File: src/rtl/hazard_fwd_unit.sv
// rtl/hazard_fwd_unit.sv - load-use stall detection and EX operand-forward selects; HAZ_STALL_CNT_EN adds a stall counter
module hazard_fwd_unit #(
    parameter int REG_AW = 5,
    parameter int CNT_W  = 32
) (
    input  logic              clk,
    input  logic              rst,
    input  logic              id_valid,
    input  logic [REG_AW-1:0] id_rs1,
    input  logic [REG_AW-1:0] id_rs2,
    input  logic [REG_AW-1:0] id_rd,
    input  logic              id_regwrite,
    input  logic              id_memread,
    input  logic              flush_i,
    output logic [1:0]        ForwardA,
    output logic [1:0]        ForwardB,
    output logic              stall_o
`ifdef HAZ_STALL_CNT_EN
    ,
    output logic [CNT_W-1:0]  stall_cnt
`endif
);

    localparam logic [1:0] FWD_RF  = 2'b00;
    localparam logic [1:0] FWD_WB  = 2'b01;
    localparam logic [1:0] FWD_MEM = 2'b10;

    logic              ex_v, ex_rw, ex_mr;
    logic [REG_AW-1:0] ex_rs1, ex_rs2, ex_rd;
    logic              mem_v, mem_rw, mem_mr;
    logic [REG_AW-1:0] mem_rd;
    logic              wb_v, wb_rw;
    logic [REG_AW-1:0] wb_rd;

    logic mem_alu_producer;
    logic wb_producer;
    logic ex_load_producer;

    // A load sitting in MEM has no data yet, so it is never a MEM-stage forward source.
    assign mem_alu_producer = mem_v && mem_rw && !mem_mr && (mem_rd != '0);
    assign wb_producer      = wb_v && wb_rw && (wb_rd != '0);
    assign ex_load_producer = ex_v && ex_rw && ex_mr && (ex_rd != '0);

    always_comb begin
        ForwardA = FWD_RF;
        if (ex_v && mem_alu_producer && (mem_rd == ex_rs1))
            ForwardA = FWD_MEM;
        else if (ex_v && wb_producer && (wb_rd == ex_rs1))
            ForwardA = FWD_WB;
    end

    always_comb begin
        ForwardB = FWD_RF;
        if (ex_v && mem_alu_producer && (mem_rd == ex_rs2))
            ForwardB = FWD_MEM;
        else if (ex_v && wb_producer && (wb_rd == ex_rs2))
            ForwardB = FWD_WB;
    end

    // rs2 is matched even for instructions that ignore it; the extra stall is harmless.
    assign stall_o = id_valid && ex_load_producer && !flush_i &&
                     ((ex_rd == id_rs1) || (ex_rd == id_rs2));

    always_ff @(posedge clk) begin
        if (rst) begin
            ex_v   <= 1'b0;
            ex_rw  <= 1'b0;
            ex_mr  <= 1'b0;
            ex_rs1 <= '0;
            ex_rs2 <= '0;
            ex_rd  <= '0;
            mem_v  <= 1'b0;
            mem_rw <= 1'b0;
            mem_mr <= 1'b0;
            mem_rd <= '0;
            wb_v   <= 1'b0;
            wb_rw  <= 1'b0;
            wb_rd  <= '0;
        end else begin
            wb_v   <= mem_v;
            wb_rw  <= mem_rw;
            wb_rd  <= mem_rd;
            mem_v  <= ex_v;
            mem_rw <= ex_rw;
            mem_mr <= ex_mr;
            mem_rd <= ex_rd;
            if (flush_i || stall_o) begin
                ex_v   <= 1'b0;
                ex_rw  <= 1'b0;
                ex_mr  <= 1'b0;
                ex_rs1 <= '0;
                ex_rs2 <= '0;
                ex_rd  <= '0;
            end else begin
                ex_v   <= id_valid;
                ex_rw  <= id_regwrite;
                ex_mr  <= id_memread;
                ex_rs1 <= id_rs1;
                ex_rs2 <= id_rs2;
                ex_rd  <= id_rd;
            end
        end
    end

`ifdef HAZ_STALL_CNT_EN
    always_ff @(posedge clk) begin
        if (rst)
            stall_cnt <= '0;
        else if (stall_o)
            stall_cnt <= stall_cnt + 1'b1;
    end
`endif

endmodule

File: config.mk
export PLATFORM = sky130hd
export DESIGN_NAME = hazard_fwd_unit
export DESIGN_NICKNAME = d
export VERILOG_FILES = /design/src/rtl/hazard_fwd_unit.sv
export SDC_FILE = /design/constraint.sdc
export NUM_CORES = 1
export LEC_CHECK = 0
export CAP_MARGIN = 20
export CORE_MARGIN = 5
export CORE_UTILIZATION = 50
export DETAILED_ROUTE_END_ITERATION = 6
export HOLD_SLACK_MARGIN = 0.06
export PLACE_DENSITY = 0.84
export SLEW_MARGIN = 20
export SYNTH_ARGS = -nofsm -noshare
export SYNTH_HDL_FRONTEND = slang
export SYNTH_SLANG_ARGS = --single-unit
export TNS_END_PERCENT = 30
File: constraint.sdc
create_clock -name clk -period 2.1 [get_ports clk]
set_clock_uncertainty 0.1 [all_clocks]
set_input_delay 0.42 -clock clk [delete_from_list [all_inputs] [get_ports clk]]
set_output_delay 0.42 -clock clk [all_outputs]
set_load 0.01 [all_outputs]
[After elaboration in Yosys (flattened, before gate mapping)]
Cells that the tools add are included.
Storage, ports and cells
  bits in registers: 33
  bits of input ports: 21
  output and inout bits: 5
  logic and storage cells: 48
Operators by class
  eq/ne operators: 6
  muxes and demuxes: 4
  reductions and logical operators: 25
Operators with widths (number)
  equality test 5 bit: 6
  logical AND 1 bit: 17
  nonzero test 5 bit: 3
  2-to-1 mux 2 bit: 2
  logical NOT 1 bit: 2
  logical OR 1 bit: 2
  2-to-1 mux 1 bit: 2
  OR reduction 2 bit: 1

[Depth between registers and ports, before layout]
Gate-level depths: netlist of the first run.
  depth after elaboration: 8
  mapped depth: 5
  gate-level depth less buffers: 4

[Least setup slack after synthesis of the first run]
Ideal clock, no wire load.
  kind: flip-flop to output port
  start: reg mem_rd[1]
  end: out ForwardA[0]
  arrival: 1.471 ns
  data required time: 1.580 ns
  slack: 0.109 ns
  cell stages (with the launch flop): 5
  buffers on the path: 0
  cells stage by stage: dfxtp_1 -> or4_1 -> o21ai_0 -> nor4_1 -> nor3_1
Between the ends
  word-level cells in the longest chain between the ends: 5
Ends and longest elaborated chain
  from (decl): RTL line 31  | logic [REG_AW-1:0] mem_rd;
  from (signal assigned): RTL line 86  | mem_rd <= ex_rd;
  nonzero test 5 bit: RTL line 40  | assign mem_alu_producer = mem_v && mem_rw && !mem_mr && (mem_rd != '0);
  logical AND 1 bit: RTL line 40
  logical AND 1 bit: RTL line 46  | if (ex_v && mem_alu_producer && (mem_rd == ex_rs1))
  logical AND 1 bit *: RTL line 46
  2-to-1 mux 2 bit *: RTL line 46
  to (decl): RTL line 15  | output logic [1:0] ForwardA,
Mark *: on every way between the ends. The rest lies on a longest branch, timed or not.

[Worst setup path after layout of the first run]
  start: reg mem_rd[4]
  end: out ForwardA[1]
Same word-level chain as after synthesis.

==> impl_results.md, run 1 <==
- Pre-CTS WS: -0.452 ns
- Die area: 3940 sq um
- Antenna cells: 0
- HPWL after DPL: 2.25 mm
- Synth top cells by count: 33 x dfxtp_1, 20 x xnor2_1, 15 x nor2b_1
- DRC: 0
- Worst Hold Slack: 0.296 ns
- Port Buffers: 25
- Post-DRT Antenna Nets: 0
- Yosys Warn Count: 0
- Critical Path RT: 1.58 ns
- Critical path endpoint category: output port
- Top post-synthesis cells by area: dfxtp_1 47%, xnor2_1 13%, nor2b_1 6.7%
- Fill count: 214
- Leak: 0.814 nW
- Count leader, synth: dfxtp_1
- Syn_nets: 166
- Root Driver: clkbuf_4
- Clock Latency Late Sink: 0.33 ns
- Crit Path Max Fanout: 2
- Hold_buf cts: 0
- H-Tree Depth: 2
- Effective utilization at floorplan: 51.4%
- Dpl cells: 216
- Area delta synth->final: 34.6%
- Clock slew at reported path FFs: 0.09 ns
- CP Cell Sequence: or4_4, o21ai_4, nor4_2, dlygate4sd2_1
- Worst reg2reg setup slack: 0.41 ns
- Initial DRC count: 35
- Core ar.: 2710 sq um
- Total track usage: 15.7%
- CTS Buf Count: 5
- Peak VDD IR: 0.530 mV
- Layout cells sized above 1: 21.8%
- Unrepaired setup endpoints after global routing: true
- Postcts setup bufs: 0
- Fin. max-slew vios: 0
- Finished Core Util: 69.3%
- Synth Cell Area: 1390 sq um
- Status: finished, violations left
- Final hold violation count: 0
- Chip width: 62.8 microns
- CTS sink cnt: 33
- Clk buf depth: 2
- Maxcap violations: 0
- Via count: 1,106
- Initial antenna violation count: 0
- Max Fclk: 450 MHz
- Setup ws final: -0.120 ns
- Syn_area_per_cell: 9.61 sq um
- Net count reported at finish: 213
- Syn Inst Count: 145
- Final period util: 106%
- Power Density: 612 nW/um^2
- FP Rows: 19
- Vias in the first global route: 1,163
- CP arrival: 1.70 ns
- CP max stage delay: 0.54 ns
- Final wirelength: 2.87 mm
- CTS tree: yes
- GR Overflow Total: 0
- # IOs: 26
- Total power: 1.15 mW
- Crit path kind: reg -> out
- Dominant synthesized flop cell: dfxtp_1
- Slowest CP cell: or4_4
- Final setup violation count: 5
- Cell accounting for the most synthesized area: dfxtp_1
- Yosys reg bits: 33
- Hold crit path type: in -> reg
- Post-synth ARST share: 0%
- GP Congestion: 0.868
- Post-DR vias/cell: 4.94
- Crit path buf inv count: 1
- Unique cell type count in the Yosys netlist: 26
- Finished Layout Cells: 224
- Global-route wire length before repair: 5.02 mm
- Die extent in y: 62.8 microns
- Slew HR: 68.2%
- Drt wl/cell: 12.8 microns
- Delay-heaviest family, CP: simple AND/OR/NAND/NOR gates
- Synth top area share: 47.4%
- Violated checks: setup timing
- Minimum clock period: 2.22 ns
- First-pass DRT Iterations: 3
- Post-synthesis sequential area ratio: 47.4%
- Worst-Margin Slew: 0.475 ns
- Number of enable flip-flop cells after synthesis: 0
- Setup crit start kind: flip-flop
- Largest net degree at the start of global routing: 19
## repair_timing
| action | 4_1_cts | 5_1_grt |
|---|---|---|
| endpoints found under the hold margin | 0 | 0 |
| endpoints found under the setup margin | 5 | 5 |
| gates cloned | 0 | 0 |
| gates resized for setup | 25 | 7 |
| pin swaps | 7 | 4 |
## cells in the final DEF, fill, tap and decap left out, drive strengths merged
master / synthesis / final
nand3: 6 / 6
or4: 3 / 3
nor2: 2 / 2
clkbuf: 1 / 8
dlygate4sd2: 0 / 1
clkdlybuf4s50: 0 / 19
xor2: 10 / 10
or2: 1 / 1
inv: 10 / 10
nor4: 2 / 2
a211oi: 10 / 10
nor3: 5 / 5
buf: 3 / 23
o2111ai: 1 / 1
and2: 1 / 1
nor2b: 15 / 15
a21oi: 8 / 8
o22ai: 1 / 1
dlymetal6s2s: 0 / 1
o21ai: 1 / 1
and4b: 1 / 1
nand2: 10 / 10
xnor2: 20 / 20
dfxtp: 33 / 33
nand4: 1 / 1
## sequential cells by signal (all words and copies together) (netlist names)
| register | flops |
|---|---|
| ex_rd | 5 |
| ex_rs1 | 5 |
| ex_rs2 | 5 |
| mem_rd | 5 |
| wb_rd | 5 |
| ex_mr | 1 |
| ex_rw | 1 |
| ex_v | 1 |
| mem_mr | 1 |
| mem_rw | 1 |
| mem_v | 1 |
| wb_rw | 1 |
| wb_v | 1 |
## power breakdown
part           internal, mW  total (mW)  leakage (nW)  switching, mW
clock                 0.133       0.326        0.0265          0.192
sequential            0.646       0.662         0.271         0.0158
combinational        0.0947       0.162         0.516         0.0672
total                 0.874        1.15         0.814          0.275
## metrics by stage
| step | instance area, sq um | setup TNS (ns) |
|---|---|---|
| after floorplan | 1390 | 0 |
| after global placement | 1800 | -1.24 |
| after detailed placement | 1800 | -1.31 |
| after CTS | 1860 | -0.676 |
| after global routing | 1880 | -0.957 |
| final | 1880 | -0.509 |
## tightest hold or removal path, cell delays in order
cell	delay (ns)
dlymetal6s2s_1	0.15
inv_1	0.06
a211oi_1	0.04
## final cells by class
class	instances	area [sq um]	share of cell area, %
Timing Repair Buffer	44	374	19.9
Inverter	10	37.5	2.00
Tap cell	31	38.8	2.07
Multi-Input combinational cell	98	713	38.0
Sequential cell	33	664	35.4
Clock buffer	8	48.8	2.60
## per-layer routing
metal,GRT usage [%],wire (microns),vias to the layer above
met2,27.5,1540,24
met1,17.2,1170,498
met4,6.37,37,0
li1,-,-,579
met5,0,0,-
met3,5.22,133,5
## kinds of logic after synthesis
kind of cell    count (synthesis)  synth area share [%]
simple gates                   47                  18.9
flops                          33                  47.4
buf+inv                        14                  4.40
xor+xnor                       30                  18.9
compound gates                 21                  10.5
## worst paths after layout
kind | startpoint | to | depth (start not counted)
worst max-delay path | mem_rd[4]$_SDFF_PP0_ | ForwardA[1] | 4
worst min-delay path | id_rs2[4] | ex_rs2[4]$_SDFF_PP0_ | 3
worst max register to register | ex_rd[1]$_SDFF_PP0_ | ex_rs2[4]$_SDFF_PP0_ | 5
worst min register to register | mem_rw$_SDFF_PP0_ | wb_rw$_SDFF_PP0_ | 1
Note: power is estimated with default switching activity, not from simulation.
==> run 2: changes to the inputs <==
--- a/config.mk
+++ b/config.mk
@@ -5,7 +5,6 @@
 export SDC_FILE = /design/constraint.sdc
 export NUM_CORES = 1
 export LEC_CHECK = 0
-export CAP_MARGIN = 20
 export CORE_MARGIN = 5
 export CORE_UTILIZATION = 50
 export DETAILED_ROUTE_END_ITERATION = 6
==> results of run 2 <==
The final DEF is identical to that of run 1; final timing and power are the same.
